===== src/rtl/pipe_ctrl_pkg.sv =====
// Shared types for the pipeline stage sequencer: FSM state encoding and the
// per-stage enable/clear bundle the pipeline top also consumes.
package pipe_ctrl_pkg;

    typedef enum logic [1:0] {
        StRun    = 2'd0,
        StHold   = 2'd1,
        StFlush  = 2'd2,
        StRefill = 2'd3
    } ps_state_e;

    typedef struct packed {
        logic pc;
        logic if_id;
        logic id_ex;
        logic ex_mem;
        logic mem_wb;
    } stage_en_t;

    typedef struct packed {
        stage_en_t en;
        logic      if_id_clr;
        logic      id_ex_clr;
        logic      refill;
    } stage_ctl_t;

    localparam stage_en_t EnAll  = stage_en_t'(5'b11111);
    localparam stage_en_t EnNone = stage_en_t'(5'b00000);

    localparam stage_ctl_t CtlReset = '{
        en:        EnNone,
        if_id_clr: 1'b1,
        id_ex_clr: 1'b1,
        refill:    1'b0
    };

    // Stage controls implied by the FSM state alone (no reset/mem-stall override).
    function automatic stage_ctl_t state_ctl(input ps_state_e st);
        stage_ctl_t c;
        c = '{en: EnAll, if_id_clr: 1'b0, id_ex_clr: 1'b0, refill: 1'b0};
        unique case (st)
            StRun: ;
            StHold: begin
                c.en        = '{pc: 1'b0, if_id: 1'b0, id_ex: 1'b1, ex_mem: 1'b1, mem_wb: 1'b1};
                c.id_ex_clr = 1'b1;
            end
            StFlush: begin
                c.if_id_clr = 1'b1;
                c.id_ex_clr = 1'b1;
            end
            StRefill: c.refill = 1'b1;
            default: ;
        endcase
        return c;
    endfunction

endpackage


===== src/rtl/pipe_stage_ctrl_if.sv =====
// Hazard-resolver inputs and per-stage control outputs of the stage sequencer.
interface pipe_stage_ctrl_if #(
    parameter int unsigned CNT_W = 16
);
    logic             pc_freeze;
    logic             do_flush;
    logic             resolved;
    logic             mem_stall;
    logic             clr_stats;
    logic             pc_en;
    logic             if_id_en;
    logic             id_ex_en;
    logic             ex_mem_en;
    logic             mem_wb_en;
    logic             if_id_clr;
    logic             id_ex_clr;
    logic             refill;
    logic             timeout;
    logic [CNT_W-1:0] stall_cycles;
    logic [CNT_W-1:0] flush_events;

    modport master (
        output pc_freeze, do_flush, resolved, mem_stall, clr_stats,
        input  pc_en, if_id_en, id_ex_en, ex_mem_en, mem_wb_en,
        input  if_id_clr, id_ex_clr, refill, timeout, stall_cycles, flush_events
    );

    modport slave (
        input  pc_freeze, do_flush, resolved, mem_stall, clr_stats,
        output pc_en, if_id_en, id_ex_en, ex_mem_en, mem_wb_en,
        output if_id_clr, id_ex_clr, refill, timeout, stall_cycles, flush_events
    );
endinterface


===== src/rtl/sat_counter.sv =====
// Saturating up-counter with synchronous clear; clear wins over increment.
module sat_counter #(
    parameter int unsigned Width = 16
) (
    input  logic             clk,
    input  logic             rst,
    input  logic             inc_i,
    input  logic             clr_i,
    output logic [Width-1:0] count_o
);
    logic [Width-1:0] count_q, count_d;

    always_comb begin
        count_d = count_q;
        if (clr_i) begin
            count_d = '0;
        end else if (inc_i && (count_q != {Width{1'b1}})) begin
            count_d = count_q + 1'b1;
        end
    end

    always_ff @(posedge clk) begin
        if (rst) begin
            count_q <= '0;
        end else begin
            count_q <= count_d;
        end
    end

    assign count_o = count_q;
endmodule


===== src/rtl/pipe_stage_ctrl.sv =====
// Pipeline stage sequencer: maps hazard-resolver requests and data-memory stalls
// onto per-stage load enables/bubble clears, with flush/refill, watchdog and stats.
module pipe_stage_ctrl
    import pipe_ctrl_pkg::*;
#(
    parameter int unsigned STALL_LIMIT = 15,
    parameter int unsigned REFILL_CYC  = 2,
    parameter int unsigned CNT_W       = 16
) (
    input logic              clk,
    input logic              rst,
    pipe_stage_ctrl_if.slave bus_io
);
    localparam int unsigned HoldW   = (STALL_LIMIT > 1) ? $clog2(STALL_LIMIT) : 1;
    localparam int unsigned RefillW = (REFILL_CYC > 1) ? $clog2(REFILL_CYC) : 1;
    localparam logic [HoldW-1:0]   HoldLast   = HoldW'(STALL_LIMIT - 1);
    localparam logic [RefillW-1:0] RefillLast = RefillW'(REFILL_CYC - 1);

    ps_state_e          state_q, state_d;
    logic [HoldW-1:0]   hold_cnt_q, hold_cnt_d;
    logic [RefillW-1:0] refill_cnt_q, refill_cnt_d;
    logic               timeout_q, timeout_d;
    logic               wdog_fire;
    stage_ctl_t         ctl;

    // Next state; a memory stall freezes the FSM and both cycle counters.
    always_comb begin
        state_d      = state_q;
        hold_cnt_d   = hold_cnt_q;
        refill_cnt_d = refill_cnt_q;
        wdog_fire    = 1'b0;
        if (!bus_io.mem_stall) begin
            unique case (state_q)
                StRun: begin
                    if (bus_io.do_flush) begin
                        state_d = StFlush;
                    end else if (bus_io.pc_freeze) begin
                        state_d    = StHold;
                        hold_cnt_d = '0;
                    end
                end
                StHold: begin
                    if (bus_io.do_flush) begin
                        state_d = StFlush;
                    end else if (hold_cnt_q == HoldLast) begin
                        state_d   = StFlush;
                        wdog_fire = 1'b1;
                    end else if (bus_io.resolved) begin
                        state_d = StRun;
                    end else begin
                        hold_cnt_d = hold_cnt_q + 1'b1;
                    end
                end
                StFlush: begin
                    state_d      = StRefill;
                    refill_cnt_d = '0;
                end
                StRefill: begin
                    if (bus_io.do_flush) begin
                        state_d = StFlush;
                    end else if (refill_cnt_q == RefillLast) begin
                        state_d = StRun;
                    end else begin
                        refill_cnt_d = refill_cnt_q + 1'b1;
                    end
                end
                default: state_d = StRun;
            endcase
        end
    end

    always_comb begin
        timeout_d = timeout_q | wdog_fire;
        if (bus_io.clr_stats) begin
            timeout_d = 1'b0;
        end
    end

    always_ff @(posedge clk) begin
        if (rst) begin
            state_q      <= StRun;
            hold_cnt_q   <= '0;
            refill_cnt_q <= '0;
            timeout_q    <= 1'b0;
        end else begin
            state_q      <= state_d;
            hold_cnt_q   <= hold_cnt_d;
            refill_cnt_q <= refill_cnt_d;
            timeout_q    <= timeout_d;
        end
    end

    // Reset and memory stall override the state-derived controls in the same cycle.
    always_comb begin
        ctl = state_ctl(state_q);
        if (rst) begin
            ctl = CtlReset;
        end else if (bus_io.mem_stall) begin
            ctl.en        = EnNone;
            ctl.if_id_clr = 1'b0;
            ctl.id_ex_clr = 1'b0;
        end
    end

    assign bus_io.pc_en     = ctl.en.pc;
    assign bus_io.if_id_en  = ctl.en.if_id;
    assign bus_io.id_ex_en  = ctl.en.id_ex;
    assign bus_io.ex_mem_en = ctl.en.ex_mem;
    assign bus_io.mem_wb_en = ctl.en.mem_wb;
    assign bus_io.if_id_clr = ctl.if_id_clr;
    assign bus_io.id_ex_clr = ctl.id_ex_clr;
    assign bus_io.refill    = ctl.refill;
    assign bus_io.timeout   = timeout_q;

    sat_counter #(
        .Width (CNT_W)
    ) u_stall_cnt (
        .clk     (clk),
        .rst     (rst),
        .inc_i   (~ctl.en.pc),
        .clr_i   (bus_io.clr_stats),
        .count_o (bus_io.stall_cycles)
    );

    sat_counter #(
        .Width (CNT_W)
    ) u_flush_cnt (
        .clk     (clk),
        .rst     (rst),
        .inc_i   ((state_q == StFlush) && !bus_io.mem_stall),
        .clr_i   (bus_io.clr_stats),
        .count_o (bus_io.flush_events)
    );
endmodule


===== src/flat_wrapper.sv =====
// flat-port wrapper written by rule: the top's interface ports become plain ports
module pipe_stage_ctrl_flat import pipe_ctrl_pkg::*;
#(
    parameter int unsigned STALL_LIMIT = 15,
    parameter int unsigned REFILL_CYC  = 2,
    parameter int unsigned CNT_W       = 16
)
  (clk, rst, bus_io_pc_freeze, bus_io_do_flush, bus_io_resolved, bus_io_mem_stall, bus_io_clr_stats, bus_io_pc_en, bus_io_if_id_en, bus_io_id_ex_en, bus_io_ex_mem_en, bus_io_mem_wb_en, bus_io_if_id_clr, bus_io_id_ex_clr, bus_io_refill, bus_io_timeout, bus_io_stall_cycles, bus_io_flush_events);
  pipe_stage_ctrl_if #(.CNT_W(CNT_W)) bus_io_i ();
  input logic clk;
  input logic rst;
  input wire logic [$bits(bus_io_i.pc_freeze)-1:0] bus_io_pc_freeze;
  input wire logic [$bits(bus_io_i.do_flush)-1:0] bus_io_do_flush;
  input wire logic [$bits(bus_io_i.resolved)-1:0] bus_io_resolved;
  input wire logic [$bits(bus_io_i.mem_stall)-1:0] bus_io_mem_stall;
  input wire logic [$bits(bus_io_i.clr_stats)-1:0] bus_io_clr_stats;
  output wire logic [$bits(bus_io_i.pc_en)-1:0] bus_io_pc_en;
  output wire logic [$bits(bus_io_i.if_id_en)-1:0] bus_io_if_id_en;
  output wire logic [$bits(bus_io_i.id_ex_en)-1:0] bus_io_id_ex_en;
  output wire logic [$bits(bus_io_i.ex_mem_en)-1:0] bus_io_ex_mem_en;
  output wire logic [$bits(bus_io_i.mem_wb_en)-1:0] bus_io_mem_wb_en;
  output wire logic [$bits(bus_io_i.if_id_clr)-1:0] bus_io_if_id_clr;
  output wire logic [$bits(bus_io_i.id_ex_clr)-1:0] bus_io_id_ex_clr;
  output wire logic [$bits(bus_io_i.refill)-1:0] bus_io_refill;
  output wire logic [$bits(bus_io_i.timeout)-1:0] bus_io_timeout;
  output wire logic [$bits(bus_io_i.stall_cycles)-1:0] bus_io_stall_cycles;
  output wire logic [$bits(bus_io_i.flush_events)-1:0] bus_io_flush_events;
  assign bus_io_i.pc_freeze = bus_io_pc_freeze;
  assign bus_io_i.do_flush = bus_io_do_flush;
  assign bus_io_i.resolved = bus_io_resolved;
  assign bus_io_i.mem_stall = bus_io_mem_stall;
  assign bus_io_i.clr_stats = bus_io_clr_stats;
  assign bus_io_pc_en = bus_io_i.pc_en;
  assign bus_io_if_id_en = bus_io_i.if_id_en;
  assign bus_io_id_ex_en = bus_io_i.id_ex_en;
  assign bus_io_ex_mem_en = bus_io_i.ex_mem_en;
  assign bus_io_mem_wb_en = bus_io_i.mem_wb_en;
  assign bus_io_if_id_clr = bus_io_i.if_id_clr;
  assign bus_io_id_ex_clr = bus_io_i.id_ex_clr;
  assign bus_io_refill = bus_io_i.refill;
  assign bus_io_timeout = bus_io_i.timeout;
  assign bus_io_stall_cycles = bus_io_i.stall_cycles;
  assign bus_io_flush_events = bus_io_i.flush_events;
  pipe_stage_ctrl #(.STALL_LIMIT(STALL_LIMIT), .REFILL_CYC(REFILL_CYC), .CNT_W(CNT_W)) u_core (.clk(clk), .rst(rst), .bus_io(bus_io_i));
endmodule

===== config.mk =====
export PLATFORM = sky130hd
export DESIGN_NAME = pipe_stage_ctrl_flat
export DESIGN_NICKNAME = d
export VERILOG_FILES = /design/src/rtl/pipe_ctrl_pkg.sv /design/src/rtl/pipe_stage_ctrl_if.sv /design/src/rtl/sat_counter.sv /design/src/rtl/pipe_stage_ctrl.sv /design/src/flat_wrapper.sv
export SDC_FILE = /design/constraint.sdc
export NUM_CORES = 1
export LEC_CHECK = 0
export CORE_MARGIN = 1
export CORE_UTILIZATION = 37
export CTS_CLUSTER_SIZE = 30
export DETAILED_ROUTE_END_ITERATION = 16
export GPL_TIMING_DRIVEN = 0
export SYNTH_ARGS = -nofsm -noshare
export SYNTH_HDL_FRONTEND = slang
export SYNTH_SLANG_ARGS = --single-unit

===== constraint.sdc =====
create_clock -name clk -period 5.8 [get_ports clk]
set_clock_uncertainty 0.05 [all_clocks]
set_input_delay 0.58 -clock clk [delete_from_list [all_inputs] [get_ports clk]]
set_output_delay 0.58 -clock clk [all_outputs]
set_load 0.005 [all_outputs]

==> flow_summary.yaml <==
sta:
  rsz0062_at_grt: "false"
  period_minus_slack_ps: 2970
  timing.slew.headroom: 0.270
  finalCritPeriodShare: 0.512
  setup_viol: 0
  setup_tns_ps: 0
  hold_violations: 0
  finalMaxSlewViolations: 0
  whs_ps: 439
  fmax_mhz: 337
  tightest_slew_ps: 1080
detailed_routing:
  via_count: 2240
  wl_per_cell_um: 13.9
  drc: 0
  drt_iter0_drc: 98
  viasPerCell: 5.63
  first_pass_iters: 4
  wl_um: 5550
  drtAntennaViolNets: 0
power_and_ir_drop:
  ir_worst_vdd_mv: 0.102
  p_leak_nw: 0.922
  power_density_mw_per_mm2: 192
synth:
  synthFlopType: "dfxtp_1"
  synth_area_leaders: "dfxtp_1, ha_1, a21oi_1"
  syn_area_per_cell_um2: 8.41
  ys.warnings.count: 0
  ys_ff_latch: 40
  synth_common_cells: "dfxtp_1, a21oi_1, nand2_1, o21ai_0, inv_1"
  synth_top_area_frac: 0.354
  synth_edf_count: 0
  synth_cells: 269
  synth_async_sr_flop_share: 0
  synth_cell_type_count: 49
  synth_fp_nets: 285
  synth.largest_area_cell: "dfxtp_1"
  yosysSeqAreaShare: 0.354
  yosysMostFrequentCell: "dfxtp_1"
  syn_area_mm2: 0.00226
die:
  start_util: 0.382
  core-area_mm2: 0.00592
  die_x_um: 80.2
  dieHeight_um: 80.2
  rows: 28
  io_pins: 48
  die_area_mm2: 0.00643
clock_tree:
  clk_latency_ps: 300
  cts_buffers: 5
  clk_pin_slew_ps: 80
  cts_setup_buffers: 0
  clock-sinks: 40
  holdBufCountCts: 0
  cts_resized: 0
  cts_tree: "built"
  htreeDepth: 2
  clockBufferDepth: 2
  cts-root-buf: "clkbuf_8"
worst_setup_path:
  cp-start-kind: "input pin"
  crit_type: "in -> out"
  r2r_end: "u_core.hold_cnt_q[2]$_SDFFE_PP0P_"
  crit_path_frequent_cell: "clkdlybuf4s50_1"
  crit_chain: "clkdlybuf4s50_1 -> clkbuf_1 -> nor3_1 -> buf_4 -> clkdlybuf4s50_1"
  reg2reg_depth: 6
  timing.rr.start: "u_core.state_q[1]$_SDFFE_PP0P_"
  arrival_ps: 2340
  crit_slowest_cell: "clkdlybuf4s50_1"
  max_stage_delay_ps: 490
  worstSetupEndpointType: "output port"
  crit_required_ps: 5170
  path_buf_inv: 4
  crit_fanout: 10
  critical_path.top_delay_family: "buffers and inverters"
  rrSetupSlack_ps: 3260
global_route:
  grtUsageMet2: 0.284
  global_route.usage.met3: 0.0455
  antenna_found_initial: 0
  grt_use_total: 0.183
  grt_start_max_net_pins: 14
  grt_use_met1: 0.248
  grt_pass1_vias: 1946
  grt_first_pass_wirelength_um: 9250
  grt_busiest_layer: "met2"
  grt_overflow: 0
cells_and_area:
  area.growth.synth_to_final_pct: 29.4
  multiInputGateArea_mm2: 0.00133
  nets: 338
  final-seq-area_um2: 801
  fill_cells: 573
  drive_above_1_share: 0.0774
  antenna_cells: 0
place:
  port_buffers: 46
  gp_congestion: 0.796
  hpwl_um: 4000
hold_path:
  hold_class: "reg -> reg"
  whs_path_depth: 2
  min_from: "u_core.bus_io.timeout$_SDFF_PP0_"
  min_to: "u_core.bus_io.timeout$_SDFF_PP0_"
run_status:
  outcome: "complete, no violations"
job:
  maxCapViolCount: 0
[cells by family (layout without fill, tap and decap cells)]
logic type / Yosys count / after routing / share of synthesized area
flops: 40 / 40 / 0.354
simple gates: 105 / 105 / 0.276
fa+ha+maj: 9 / 9 / 0.0498
compound gates: 82 / 82 / 0.245
buf+inv: 29 / 83 / 0.0575
mux: 4 / 4 / 0.0177
[per-layer routing]
metal | wire, um | vias to the layer above
met3 | 235 | 5
met1 | 2770 | 1042
met5 | 0 | -
li1 | - | 1139
met4 | 70 | 0
met2 | 2470 | 54
[worst max-delay path by stage]
stage | slack [ps] | start | to | depth (start not counted)
4_1_cts | 2790 | bus_io_mem_stall | bus_io_pc_en | 5
5_1_grt | 2670 | bus_io_mem_stall | bus_io_pc_en | 5
3_3_place_gp | 2800 | bus_io_mem_stall | bus_io_pc_en | 5
3_5_place_dp | 2810 | bus_io_mem_stall | bus_io_pc_en | 5
6_report | 2830 | bus_io_mem_stall | bus_io_pc_en | 5
2_1_floorplan | 3720 | bus_io_mem_stall | u_core.u_flush_cnt.count_o[13]$_SDFFE_PP0P_ | 5
[sequential cells by signal (all words and copies together) (netlist names)]
register / cells
u_core.refill_cnt_q: 1
u_core.u_flush_cnt.count_o: 16
u_core.state_q: 2
u_core.bus_io.timeout: 1
u_core.u_stall_cnt.count_o: 16
u_core.hold_cnt_q: 4
[worst min-delay path: cells and delay by family (launching register included)]
family | cells | cell delay (ps)
AO/OA/AOI/OAI | 1 | 50
flip-flops | 1 | 340
AND/OR/NAND/NOR | 1 | 70
[through the flow]
stage / worst slack, ps / util / std cells / area [um^2] / total power, mW
6_report: 2830 / 0.495 / 398 / 2930 / 0.563
5_1_grt: 2670 / 0.495 / 398 / 2930 / 0.588
4_1_cts: 2790 / 0.495 / 398 / 2930 / 0.567
3_5_place_dp: 2810 / 0.476 / 390 / 2820 / 0.334
3_3_place_gp: 2800 / 0.476 / 390 / 2820 / 0.334
2_1_floorplan: 3720 / - / 269 / 2260 / 0.313
[cell type report]
| class | instances | area share |
|---|---|---|
| timing repair buffer | 46 | 0.157 |
| inverter | 14 | 0.0179 |
| buffer | 15 | 0.0265 |
| clock buffer | 5 | 0.0235 |
| tap | 75 | 0.0320 |
| clock inverter | 3 | 0.0145 |
| sequential | 40 | 0.273 |
| multi-input combinational | 200 | 0.455 |
[report_power, final]
| group | switching (mW) | total, mW | internal (mW) |
|---|---|---|---|
| sequential | 0.00235 | 0.279 | 0.276 |
| combinational | 0.0264 | 0.0487 | 0.0223 |
| clock | 0.109 | 0.236 | 0.127 |
[layout by cell type (no fill, tap or decap), drive strengths merged, types with 2 or more instances in the layout]
cell,count
nand2b,5
inv,14
o31ai,11
or3,8
or4,12
nor3,7
o311a,4
clkdlybuf4s50,46
clkbuf,14
nor4,6
dfxtp,40
o21ai,17
or2,5
nand2,17
o31a,2
ha,9
a31oi,3
o311ai,6
buf,6
a21oi,21
o21a,6
mux2i,4
nand3,10
a2111o,2
and3,4
nand4,9
nor2b,2
nor2,11
o41ai,3
and4,2
No activity file was read; power rests on OpenSTA's default activity.
